`config.mk`:
```
export PLATFORM = sky130hd
export DESIGN_NAME = instr_fetch
export DESIGN_NICKNAME = d
export VERILOG_FILES = /design/src/rtl/cpu_pkg.sv /design/src/rtl/fetch_queue.sv /design/src/rtl/instr_fetch.sv
export SDC_FILE = /design/constraint.sdc
export NUM_CORES = 1
export LEC_CHECK = 0
export CAP_MARGIN = 20
export CORE_ASPECT_RATIO = 1.4
export CORE_MARGIN = 2
export CORE_UTILIZATION = 30
export CTS_BUF_LIST = sky130_fd_sc_hd__clkbuf_4
export DETAILED_ROUTE_END_ITERATION = 16
export PLACE_DENSITY = 0.5
export SYNTH_ARGS = -nofsm -noshare
export SYNTH_HDL_FRONTEND = slang
export SYNTH_SLANG_ARGS = --single-unit
```
`constraint.sdc`:
```
create_clock -name i_clk -period 7.7 [get_ports i_clk]
set_input_delay 1.54 -clock i_clk [delete_from_list [all_inputs] [get_ports i_clk]]
set_output_delay 1.54 -clock i_clk [all_outputs]
set_load 0.02 [all_outputs]
```
`src/rtl/cpu_pkg.sv`:
```
// Shared CPU types and constants for the fetch stage.
package cpu_pkg;

  localparam int unsigned XLEN = 32;
  localparam logic [XLEN-1:0] NOP_INSTR = 32'h0000_0013;

  // One fetch-queue slot: request PC, returned word, and whether the word has arrived
  typedef struct packed {
    logic [XLEN-1:0] pc;
    logic [XLEN-1:0] instr;
    logic            filled;
  } fetch_entry_t;

endpackage

```
`src/rtl/fetch_queue.sv`:
```
// Ring of fetch entries. A slot is allocated when its request is accepted, filled when its word
// returns (in order), and popped from the head once filled. Flush empties the ring.
module fetch_queue
  import cpu_pkg::*;
#(
  parameter int unsigned FIFO_DEPTH = 2,
  localparam int unsigned AW = $clog2(FIFO_DEPTH)
) (
  input  logic            clk,
  input  logic            rst,
  input  logic            alloc,
  input  logic [XLEN-1:0] alloc_pc,
  input  logic            fill,
  input  logic [XLEN-1:0] fill_instr,
  input  logic            pop,
  input  logic            flush,
  output fetch_entry_t    head,
  output logic [AW:0]     alloc_cnt,
  output logic [AW:0]     unfilled_cnt
);

  fetch_entry_t entries [FIFO_DEPTH];

  // Pointers carry one extra wrap bit so full and empty are distinguishable
  logic [AW:0] alloc_ptr;
  logic [AW:0] fill_ptr;
  logic [AW:0] head_ptr;

  assign head         = entries[head_ptr[AW-1:0]];
  assign alloc_cnt    = alloc_ptr - head_ptr;
  assign unfilled_cnt = alloc_ptr - fill_ptr;

  // Slot and pointer updates; alloc, fill and pop always address distinct slots
  always_ff @(posedge clk or posedge rst) begin
    if (rst) begin
      for (int i = 0; i < int'(FIFO_DEPTH); i++) entries[i] <= '0;
      alloc_ptr <= '0;
      fill_ptr  <= '0;
      head_ptr  <= '0;
    end else if (flush) begin
      for (int i = 0; i < int'(FIFO_DEPTH); i++) entries[i] <= '0;
      alloc_ptr <= '0;
      fill_ptr  <= '0;
      head_ptr  <= '0;
    end else begin
      if (alloc) begin
        entries[alloc_ptr[AW-1:0]] <= '{pc: alloc_pc, instr: '0, filled: 1'b0};
        alloc_ptr <= alloc_ptr + 1'b1;
      end
      if (fill) begin
        entries[fill_ptr[AW-1:0]].instr  <= fill_instr;
        entries[fill_ptr[AW-1:0]].filled <= 1'b1;
        fill_ptr <= fill_ptr + 1'b1;
      end
      if (pop) begin
        entries[head_ptr[AW-1:0]].filled <= 1'b0;
        head_ptr <= head_ptr + 1'b1;
      end
    end
  end

endmodule

```
`src/rtl/instr_fetch.sv`:
```
// Instruction fetch stage: owns the PC, issues in-order memory requests, buffers returned words
// in fetch_queue and hands {instr, pc, pc+4} downstream with valid/ready. A redirect flushes all
// younger fetches; responses still in flight for them are counted in drop_cnt_q and discarded.
// Optional build macro FETCH_PERF_CNT_EN adds delivered-instruction and bubble counters.
module instr_fetch
  import cpu_pkg::*;
#(
  parameter logic [31:0] RESET_PC   = 32'h0000_0000,
  parameter int unsigned FIFO_DEPTH = 2
) (
  input  logic        i_clk,
  input  logic        i_rst,
  output logic        o_imem_req_valid,
  input  logic        i_imem_req_ready,
  output logic [31:0] o_imem_addr,
  input  logic        i_imem_rsp_valid,
  input  logic [31:0] i_imem_rsp_data,
  input  logic        i_redirect_valid,
  input  logic [31:0] i_redirect_pc,
  output logic        o_valid,
  input  logic        i_ready,
  output logic [31:0] o_instr,
  output logic [31:0] o_pc,
`ifdef FETCH_PERF_CNT_EN
  output logic [31:0] o_perf_fetched,
  output logic [31:0] o_perf_bubble,
`endif
  output logic [31:0] o_pc_incr
);

  localparam int unsigned AW = $clog2(FIFO_DEPTH);
  localparam logic [AW:0] DEPTH_CNT = (AW + 1)'(FIFO_DEPTH);

  logic [XLEN-1:0] pc_q;
  logic [XLEN-1:0] drop_cnt_q;
  fetch_entry_t    head;
  logic [AW:0]     alloc_cnt;
  logic [AW:0]     unfilled_cnt;
  logic            req_fire;
  logic            rsp_drop;
  logic            rsp_fill;
  logic            pop;
  logic            unused_redirect_lsb;

  assign unused_redirect_lsb = ^i_redirect_pc[1:0];

  // Credits are reserved at request time, so a response always has a slot waiting
  assign o_imem_req_valid = !i_rst && !i_redirect_valid && (alloc_cnt < DEPTH_CNT);
  assign o_imem_addr      = pc_q;
  assign req_fire         = o_imem_req_valid && i_imem_req_ready;

  // Stale words from flushed requests arrive first, so they are consumed before any fill
  assign rsp_drop = i_imem_rsp_valid && (drop_cnt_q != '0);
  assign rsp_fill = i_imem_rsp_valid && (drop_cnt_q == '0) && (unfilled_cnt != '0);

  assign o_valid   = head.filled && !i_redirect_valid;
  assign pop       = o_valid && i_ready;
  assign o_instr   = o_valid ? head.instr : NOP_INSTR;
  assign o_pc      = o_valid ? head.pc : '0;
  assign o_pc_incr = o_valid ? head.pc + 32'd4 : '0;

  fetch_queue #(
    .FIFO_DEPTH(FIFO_DEPTH)
  ) u_queue (
    .clk         (i_clk),
    .rst         (i_rst),
    .alloc       (req_fire),
    .alloc_pc    (pc_q),
    .fill        (rsp_fill),
    .fill_instr  (i_imem_rsp_data),
    .pop         (pop),
    .flush       (i_redirect_valid),
    .head        (head),
    .alloc_cnt   (alloc_cnt),
    .unfilled_cnt(unfilled_cnt)
  );

  // PC and drop-count bookkeeping; a redirect overrides every same-cycle event
  always_ff @(posedge i_clk or posedge i_rst) begin
    if (i_rst) begin
      pc_q       <= RESET_PC;
      drop_cnt_q <= '0;
    end else if (i_redirect_valid) begin
      pc_q       <= {i_redirect_pc[31:2], 2'b00};
      drop_cnt_q <= drop_cnt_q + XLEN'(unfilled_cnt) - XLEN'(rsp_drop || rsp_fill);
    end else begin
      if (req_fire) pc_q <= pc_q + 32'd4;
      if (rsp_drop) drop_cnt_q <= drop_cnt_q - 32'd1;
    end
  end

  // A response must always match a dropped or an unfilled request
  assert property (@(posedge i_clk) disable iff (i_rst)
    i_imem_rsp_valid |-> (drop_cnt_q != '0 || unfilled_cnt != '0));

`ifdef FETCH_PERF_CNT_EN
  // Delivered instructions and cycles where downstream was ready but starved
  always_ff @(posedge i_clk or posedge i_rst) begin
    if (i_rst) begin
      o_perf_fetched <= '0;
      o_perf_bubble  <= '0;
    end else begin
      if (pop) o_perf_fetched <= o_perf_fetched + 32'd1;
      if (i_ready && !o_valid) o_perf_bubble <= o_perf_bubble + 32'd1;
    end
  end
`endif

endmodule

```
# Yosys cells after proc, flatten, opt, wreduce, memory -nomap -nowiden
# Index checks and enable logic that the tools add are counted.
dict set report totals {
  romBits 0
  word_cells 86
  latch_bits 0
  ramBits 0
  out_inout_bits 130
  regBits 200
  inputBits 70
  n_memories 0
}
dict set report classes {
  muxes 34
  shifts 0
  magnitude_cmp 7
  n_eq_ne 0
  n_reduce_logical 21
  n_div 0
  n_bitwise 3
  multipliers 0
  add_sub_neg 10
}
# cell count
set ops {}
lappend ops {{two-way mux 130 bit} 6}
lappend ops {{bitwise mux 130 bit} 4}
lappend ops {{demux 65 bit (select 1 bit)} 4}
lappend ops {{two-way mux 65 bit} 4}
lappend ops {{two-way mux 32 bit} 7}
lappend ops {{adder 32 x 3 -> 32 bit, second input constant} 2}
lappend ops {{two-way mux 33 bit} 1}
lappend ops {{adder 32 x 2 -> 32 bit} 1}
lappend ops {{logical NOT 32 bit} 1}
lappend ops {{nonzero test 32 bit} 1}
lappend ops {{subtractor 32 x 1 -> 32 bit} 1}
lappend ops {{subtractor 32 x 1 -> 32 bit, second input constant} 1}
lappend ops {{two-way mux 2 bit} 6}
lappend ops {{logical AND 1 bit} 11}
lappend ops {{nonzero test 2 bit} 5}
lappend ops {{adder 2 x 1 -> 2 bit, second input constant} 3}
lappend ops {{>= comparator 2 bit, second input constant} 3}
lappend ops {{less-than comparator 2 x 1 -> 1 bit, second input constant} 3}
lappend ops {{NOT 1 -> 2 bit} 3}
lappend ops {{subtractor 2 bit} 2}
lappend ops {{logical NOT 1 bit} 2}
lappend ops {{less-than comparator 2 bit, second input constant} 1}
lappend ops {{two-way mux 1 bit} 2}
lappend ops {{logical OR 1 bit} 1}

# Depth between registers and ports, before layout
# Gate-level depths: netlist (run 1).
dict set report depth {
  ltp_word 15
  ltp_mapped 18
}

# Hierarchy
# A second synthesis (run 1) with hierarchy kept.
dict set report unflattened {
  hier_cells 1564
  area_unflattened_um2 13380.3
}
# module cells_per_inst seq_area_each_um2 instances area_per_inst_um2
set by_module_without_submodules {}
lappend by_module_without_submodules {instr_fetch 954 1551.5 1 7218.2}
lappend by_module_without_submodules {fetch_queue 610 3403.3 1 6162.2}

# Worst setup path after synthesis (run 1)
# No wires, ideal clock.
dict set report synth_path {
  path_type {input-to-output}
  from {input i_redirect_valid}
  to {output o_pc[1]}
  stages 6
  arrival_ps 2832
  slack_ps 3328
  n_path_buf 3
  path_cell_list {clkbuf_1 > inv_2 > nand2_1 > clkbuf_1 > nor2_1 > buf_4}
}
dict set report synth_between {
  elab_chain_cells 3
}
# item line
set synth_lines {}
lappend synth_lines {{from (decl)} instr_fetch.sv:18} ;# input logic i_redirect_valid,
lappend synth_lines {{logical NOT 1 bit} instr_fetch.sv:56} ;# assign o_valid = head.filled && !i_redirect_valid;
lappend synth_lines {{logical AND 1 bit} instr_fetch.sv:56}
lappend synth_lines {{two-way mux 32 bit} instr_fetch.sv:59} ;# assign o_pc = o_valid ? head.pc : '0;
lappend synth_lines {{to (decl)} instr_fetch.sv:23} ;# output logic [31:0] o_pc,
# No other way between the ends.

# Worst setup path in the final report (run 1)
dict set report layout_path {
  from {register u_queue.head_ptr[0]}
  to {output o_pc_incr[26]}
}
dict set report layout_between {
  elab_chain_cells 6
  elab_cells_between_ends 7
  cone_classes {add/sub (1); mux (4); bitwise (1); reduce/logical (1)}
}
# item line
set layout_lines {}
lappend layout_lines {{from (decl)} fetch_queue.sv:27} ;# logic [AW:0] head_ptr;
lappend layout_lines {{from (signal assigned)} fetch_queue.sv:57} ;# head_ptr <= head_ptr + 1'b1;
lappend layout_lines {{NOT 1 -> 2 bit (not written as such) (*)} fetch_queue.sv:29} ;# assign head = entries[head_ptr[AW-1:0]];
lappend layout_lines {{two-way mux 65 bit (not written as such) (*) (3 in a row)} fetch_queue.sv:29}
lappend layout_lines {{adder 32 x 3 -> 32 bit / logical AND 1 bit (equally long branches)} {instr_fetch.sv:60, instr_fetch.sv:56}}
lappend layout_lines {{two-way mux 32 bit (*)} instr_fetch.sv:60} ;# assign o_pc_incr = o_valid ? head.pc + 32'd4 : '0;
lappend layout_lines {{to (decl)} instr_fetch.sv:28} ;# output logic [31:0] o_pc_incr
# Every way passes the cells marked *; elsewhere a longest branch is shown, timed or not. The select of a mux whose other input is x is not followed.

==> metrics.log, run 1 <==
INFO  metric slew_headroom = 0.318
INFO  metric post-dp-hpwl = 28.9 mm
INFO  metric finalInstanceArea = 16,000 um2
INFO  metric drt-initial-drc-count = 854
INFO  metric drtAntennaViolNets = 0
INFO  metric cts-htree-levels = 4
INFO  metric worst_setup_path_start_kind = register
INFO  metric detail_route.wl_per_cell = 17.6 um
INFO  metric run_status = complete, no violations
INFO  metric fp.dieArea = 45,900 um2
INFO  metric gp_congestion = 0.873
INFO  metric postSynthRegisterBits = 196
INFO  metric grt.overflow.total = 0
INFO  metric timing.final.crit_period = 6390 ps
INFO  metric critical_path_arrival = 4850 ps
INFO  metric rsz0062_at_grt = no
INFO  metric final_cell_count_no_fill = 2,313
INFO  metric netlist_top_cells_area = sky130_fd_sc_hd__dfrtp_1, sky130_fd_sc_hd__ha_1, sky130_fd_sc_hd__nand2_1, sky130_fd_sc_hd__nor2_1, sky130_fd_sc_hd__mux2i_1
INFO  metric portBuffers = 195
INFO  metric slowest_cell_on_the_critical_path = sky130_fd_sc_hd__dfrtp_4
INFO  metric mappedNetlistArea = 13,200 um2
INFO  metric critical_path.most_common_cell = sky130_fd_sc_hd__nor2_1
INFO  metric area.growth.synth_to_final = 20.5%
INFO  metric synth_enable_flop_cells = 0
INFO  metric tritoncts = built
INFO  metric clock_tree.buffer_depth = 2
INFO  metric first_pass_grt_wire_length = 63.5 mm
INFO  metric drt_first_pass_iters = 8
INFO  metric rows = 91
INFO  metric final_cell_mix = sky130_fd_sc_hd__nand2_1, sky130_fd_sc_hd__nor2_1, sky130_fd_sc_hd__dfrtp_1
INFO  metric timing.critical_path.cells = buf_4, mux2i_1, a2111oi_2, nand2b_1, or2_1, nor2_1, nand3b_1, xnor2_1, nor2_1, clkdlybuf4s50_1
INFO  metric core-area = 43,800 um2
INFO  metric report.final.slew_viol_count = 0
INFO  metric ys_async_rst_share = 1.00
INFO  metric max_cap_violations = 0
INFO  metric cts_made_buffers = 17
INFO  metric io_pins = 200
INFO  metric worst_skew_pair.late_latency = 650 ps
INFO  metric holdBufCountCts = 0
INFO  metric post-route-period-util = 0.829
INFO  metric post-route-drc-count = 0
INFO  metric grt_antenna_before_repair = 5
INFO  metric placedInstanceArea = 15,600 um2
INFO  metric synth-warning-count = 0
INFO  metric track_usage = 0.175
INFO  metric syn-instance-count = 1,599
INFO  metric critPathRequiredTime = 6160 ps
INFO  metric post_cts_buffers = 0
INFO  metric grt_max_degree = 144
INFO  metric detail_route.wirelength = 40.7 mm
INFO  metric fin_nets = 1,889
INFO  metric setup-tns-final = 0 ps
INFO  metric setup_violations = 0
INFO  metric timing.critical_path.to_type = output pin
INFO  metric hold_class = register to register
INFO  metric ctsResizeCount = 0
INFO  metric critical_path_fanout_max = 47
INFO  metric clk_root_buffer_cell = sky130_fd_sc_hd__clkbuf_4
INFO  metric layout.cells.most_common = sky130_fd_sc_hd__nand2_1
INFO  metric synthDominantCellAreaShare = 0.370
INFO  metric die_w = 182 um
INFO  metric leakage = 6.32 nW
INFO  metric synth_cell_type_count = 76
INFO  metric vias_per_cell = 5.11
INFO  metric critPathMaxStageDelay = 990 ps
INFO  metric vdd.ir_drop.worst = 0.000190 V
INFO  metric dpl.cell_count = 2,275
INFO  metric final_layout_size_suffix_gt1_frac = 0.0429
INFO  metric yosys.area.top_type = sky130_fd_sc_hd__dfrtp_1
INFO  metric fmax = 157 MHz
INFO  metric synth_area_per_cell = 8.28 um2
INFO  metric dominantRegCellSynth = sky130_fd_sc_hd__dfrtp_1
INFO  metric timing_worst_setup_path_type = register to output pin
INFO  metric ff_latch_area = 4910 um2
INFO  metric hold_viol = 0
INFO  metric total_vias_in_the_final_route = 11,800
INFO  metric number_of_filler_instances_in_the_final_layout = 4,510
INFO  metric fp.dieH = 253 um
INFO  metric multiInputGateArea = 7680 um2
INFO  metric power_density = 264 nW/um2
INFO  metric first_global_vias = 11,400
INFO  metric tightest_slew = 1020 ps
INFO  metric cts_sinks = 196
INFO  metric cp_top_family = buffers and inverters
INFO  metric finClkSkew = 32.9 ps
INFO  metric yosysSeqAreaShare = 0.370
INFO  metric clkSlewWorstSetupHoldPaths = 170 ps
INFO  metric worst-path-buf-inv = 2
INFO  metric initial_util = 0.302
==> cells in the mapped netlist (all sizes together), types with 8 or more instances <==
master and instances:
a211oi 14, xnor2 67, and2 10, a31oi 9, xor2 20, a21oi 65, nand4 13, nor3b 8
nand3b 9, nor2 221, buf 20, a221o 16, nand2b 15, and3 16, nand2 230, dfrtp 196
nor2b 9, mux2i 66, a21o 12, inv 87, a22oi 65, nor3 26, nor4 13, clkbuf 68
nand3 48, o31ai 10, o21ai 117, ha 81
==> logic make-up (layout without fill, tap and decap cells) <==
family,after synthesis,after routing,synth area share
AND/OR/NAND/NOR,638,638,0.215
AO/OA/AOI/OAI,352,352,0.174
flip-flops,196,196,0.370
buffers and inverters,175,325,0.0537
XOR/XNOR,87,87,0.0575
adder cells (fa/ha/maj),82,82,0.0780
multiplexers,68,68,0.0516
other,1,7,0.000283
==> layout make-up <==
cell class                 count  area share
multi-input combinational   1229       0.481
sequential                   196       0.308
timing repair buffer         206       0.129
tap                          558      0.0437
inverter                      87      0.0209
clock inverter                14     0.00901
clock buffer                  18     0.00847
antenna                        5    0.000784
==> path summary, 6_finish.rpt <==
path                                                  from                         endpoint  slack [ps]  depth (start not counted)
max in group asynchronous                            i_rst  u_queue.entries[51]$_DFFE_PP0P_        4830                          4
min                          u_queue.entries[30]$_DFF_PP0_    u_queue.entries[30]$_DFF_PP0_         540                          2
min reg2reg                  u_queue.entries[30]$_DFF_PP0_    u_queue.entries[30]$_DFF_PP0_         540                          2
max                        u_queue.head_ptr[0]$_DFFE_PP0P_                    o_pc_incr[26]        1310                         10
max reg2reg                     drop_cnt_q[17]$_DFFE_PP0P_       drop_cnt_q[26]$_DFFE_PP0P_        2710                         18
min in group asynchronous                            i_rst       drop_cnt_q[24]$_DFFE_PP0P_        1340                          2
==> flip-flops by register name, indices dropped and copies added, names as in the netlist <==
name,cells
drop_cnt_q,32
u_queue.entries,128
u_queue.fill_ptr,2
u_queue.head_ptr,2
o_imem_addr,30
u_queue.alloc_ptr,2
==> tightest hold or removal path, stage by stage (launching register included) <==
cell	delay [ps]
sky130_fd_sc_hd__dfrtp_1	380
sky130_fd_sc_hd__a22oi_1	60
sky130_fd_sc_hd__nor2_1	80
==> metrics by stage <==
| step | power, W | hold WS, ps | utilization | setup slack, ps |
|---|---|---|---|---|
| after floorplan | 0.00303 | 483 | - | 819 |
| after global placement | 0.00363 | 502 | 0.357 | 1970 |
| after detailed placement | 0.00365 | 510 | 0.357 | 1940 |
| after CTS | 0.00425 | 547 | 0.363 | 1180 |
| after global routing | 0.00458 | 560 | 0.364 | 911 |
| final | 0.00422 | 544 | 0.364 | 1310 |
==> where the power goes <==
group	leakage (nW)	total (W)	internal [W]	switching (W)
combinational	3.58	0.00238	0.000957	0.00142
sequential	2.60	0.00127	0.00115	0.000124
clock	0.141	0.000565	0.000148	0.000417
total	6.32	0.00422	0.00226	0.00196
==> routing by layer <==
metal,part of all wire,track usage
met1,0.43,0.220
met2,0.51,0.304
met3,0.037,0.0269
met4,0.023,0.0618
met5,0,0
(Power assumes the default switching activity.)
==> run 2, diff against run 1 <==
Clock period 7.7 ns to 5.9 ns, I/O delays scaled along.
==> run 2 against run 1 <==
Compared with the run above: cell count up 0.13%; hold slack lost 3.7 ps; global-route usage rose by 0.45 points; clock power rose by 31%; setup slack worse by 860 ps; die area stayed put; first-iteration DRC count shrank 14%; critical endpoint unchanged; flip-flop and latch count unchanged; count of clock-buffer cells in the layout unchanged; sequential power up 31%; largest power group unchanged.
==> metrics.log, run 2 (synthesized netlist as in run 1, its figures left out) <==
INFO  metric post-route-period-util = 0.922
INFO  metric ctsResizeCount = 0 (unchanged)
INFO  metric post-dp-hpwl = 29.9 mm (was 28.9 mm)
INFO  metric drt_first_pass_iters = 5 (was 8)
INFO  metric fp.dieArea = 45,900 um2 (unchanged)
INFO  metric drt-initial-drc-count = 732 (was 854)
INFO  metric final_layout_size_suffix_gt1_frac = 0.0467 (was 0.0429)
INFO  metric vias_per_cell = 5.11 (about the same)
INFO  metric total_vias_in_the_final_route = 11,800 (about the same)
INFO  metric regMostFlops = u_queue.entries (unchanged)
INFO  metric critPathRequiredTime = 4720 ps (was 6160 ps)
INFO  metric flip_flop_count_of_the_largest_register_all_copies_and_words_added = 128 (unchanged)
INFO  metric report.final.slew_viol_count = 0 (unchanged)
INFO  metric die_w = 182 um (unchanged)
INFO  metric clock_tree.buffer_depth = 2 (unchanged)
INFO  metric post-route-util = 0.365 (was 0.364)
INFO  metric grt_max_degree = 113 (was 144)
INFO  metric number_of_filler_instances_in_the_final_layout = 4,550 (was 4,510)
INFO  metric initial_util = 0.302 (unchanged)
INFO  metric cts-htree-levels = 4 (unchanged)
INFO  metric detail_route.wl_per_cell = 17.9 um (was 17.6 um)
INFO  metric area.growth.synth_to_final = 20.7% (was 20.5%)
INFO  metric portBuffers = 195 (unchanged)
INFO  metric finClkSkew = 27.2 ps (was 32.9 ps)
INFO  metric slew_headroom = 0.346 (was 0.318)
INFO  metric leakage = 6.35 nW (was 6.32 nW)
INFO  metric holdBufCountCts = 0 (unchanged)
INFO  metric detail_route.wirelength = 41.5 mm (was 40.7 mm)
INFO  metric grt.overflow.total = 0 (unchanged)
INFO  metric tritoncts = built (unchanged)
INFO  metric rows = 91 (unchanged)
INFO  metric fp.dieH = 253 um (unchanged)
INFO  metric rsz0062_at_grt = no (unchanged)
INFO  metric hold_class = register to register (unchanged)
INFO  metric final_cell_count_no_fill = 2,316 (was 2,313)
INFO  metric drtAntennaViolNets = 0 (unchanged)
INFO  metric clkSlewWorstSetupHoldPaths = 170 ps (about the same)
INFO  metric fin_nets = 1,895 (was 1,889)
INFO  metric cts_sinks = 196 (unchanged)
INFO  metric clk_root_buffer_cell = sky130_fd_sc_hd__clkbuf_4 (unchanged)
INFO  metric layout.cells.most_common = sky130_fd_sc_hd__nand2_1 (unchanged)
INFO  metric track_usage = 0.180 (was 0.175)
INFO  metric gp_congestion = 0.861 (was 0.873)
INFO  metric timing.final.crit_period = 5440 ps
INFO  metric tightest_slew = 973 ps (was 1020 ps)
INFO  metric run_status = complete, no violations (unchanged)
INFO  metric worst_setup_path_start_kind = register (unchanged)
INFO  metric post-route-drc-count = 0 (unchanged)
INFO  metric max_cap_violations = 0 (unchanged)
INFO  metric critical_path_arrival = 4260 ps (was 4850 ps)
INFO  metric power_density = 345 nW/um2 (was 264 nW/um2)
INFO  metric setup_violations = 0 (unchanged)
INFO  metric post_cts_buffers = 0 (unchanged)
INFO  metric dpl.cell_count = 2,282 (was 2,275)
INFO  metric core-area = 43,800 um2 (unchanged)
INFO  metric first_global_vias = 11,500 (was 11,400)
INFO  metric timing.critical_path.to_type = output pin (unchanged)
INFO  metric setup-tns-final = 0 ps (unchanged)
INFO  metric io_pins = 200 (unchanged)
INFO  metric first_pass_grt_wire_length = 64.9 mm (was 63.5 mm)
INFO  metric cts_made_buffers = 17 (unchanged)
INFO  metric vdd.ir_drop.worst = 0.000165 V (was 0.000190 V)
INFO  metric grt_antenna_before_repair = 2 (was 5)
INFO  metric fmax = 184 MHz
INFO  metric critical_path_fanout_max = 34 (was 47)
INFO  metric worst_skew_pair.late_latency = 660 ps (was 650 ps)
INFO  metric hold_viol = 0 (unchanged)
INFO  metric timing_worst_setup_path_type = register to output pin (unchanged)
INFO  metric final_cell_mix = sky130_fd_sc_hd__nand2_1, sky130_fd_sc_hd__nor2_1, sky130_fd_sc_hd__dfrtp_1 (unchanged)
==> run 2: changes by cell type in the layout (fill, tap and decap cells not counted), sizes merged <==
cell / delta
clkinv: +2
inv: -2
buf: +6
diode: -3
==> run 2: where the power goes <==
group | internal (W) | switching, W | leakage, nW
Sequential | 0.00150 | 0.000160 | 2.60
Clock | 0.000193 | 0.000547 | 0.147
Combinational | 0.00125 | 0.00186 | 3.60
Total | 0.00295 | 0.00257 | 6.35
==> run 2: area by class of cell <==
class | instances | area [um2] | share of cell area
repair buffers | 212 | 2090 | 0.131
diodes | 2 | 5.00 | 0.000313
well taps | 558 | 698 | 0.0437
multi-input cells | 1229 | 7680 | 0.480
inverters | 87 | 330 | 0.0207
flip-flops and latches | 196 | 4910 | 0.307
clock inverters | 14 | 149 | 0.00931
clock buffers | 18 | 135 | 0.00845
==> run 2: worst max-delay path: stages, from the launching register on <==
cell	delay, ps
sky130_fd_sc_hd__dfrtp_4	750
sky130_fd_sc_hd__buf_4	430
sky130_fd_sc_hd__mux2i_1	220
sky130_fd_sc_hd__a2111oi_2	420
sky130_fd_sc_hd__nand2b_1	100
sky130_fd_sc_hd__or2_1	260
sky130_fd_sc_hd__nor2_1	350
sky130_fd_sc_hd__nand3b_1	160
sky130_fd_sc_hd__xnor2_1	150
sky130_fd_sc_hd__nor2_1	130
sky130_fd_sc_hd__clkdlybuf4s50_1	620
==> run 2: routing by layer <==
metal / track usage / vias up / wire, um / share of wire
li1: - / 5802 / - / -
met1: 0.223 / 5721 / 17700 / 0.43
met2: 0.320 / 263 / 21200 / 0.51
met3: 0.0199 / 49 / 1350 / 0.033
met4: 0.0667 / 0 / 1230 / 0.030
met5: 0 / - / 0 / 0
==> run 2: worst paths after layout <==
| check | end | slack [ps] | from | cells past startpoint |
|---|---|---|---|---|
| max in group asynchronous | u_queue.entries[78]$_DFF_PP0_ | 3560 | i_rst | 3 |
| setup / recovery | o_pc_incr[26] | 460 | u_queue.head_ptr[0]$_DFFE_PP0P_ | 10 |
| min in group asynchronous | drop_cnt_q[10]$_DFFE_PP0P_ | 1180 | i_rst | 2 |
| hold reg to reg | u_queue.entries[114]$_DFFE_PP0P_ | 540 | u_queue.entries[114]$_DFFE_PP0P_ | 2 |
| setup reg to reg | drop_cnt_q[28]$_DFFE_PP0P_ | 960 | drop_cnt_q[23]$_DFFE_PP0P_ | 18 |
| hold / removal | u_queue.entries[114]$_DFFE_PP0P_ | 540 | u_queue.entries[114]$_DFFE_PP0P_ | 2 |
==> run 2: metrics by stage <==
stage	cell area [um2]	total power (W)	hold WS (ps)	worst slack (ps)
after global placement	15700	0.00477	499	765
after detailed placement	15700	0.00478	505	770
after floorplan	13300	0.00396	483	1870
final	16000	0.00552	540	458
after global routing	16000	0.00599	558	85.7
after CTS	16000	0.00556	543	330
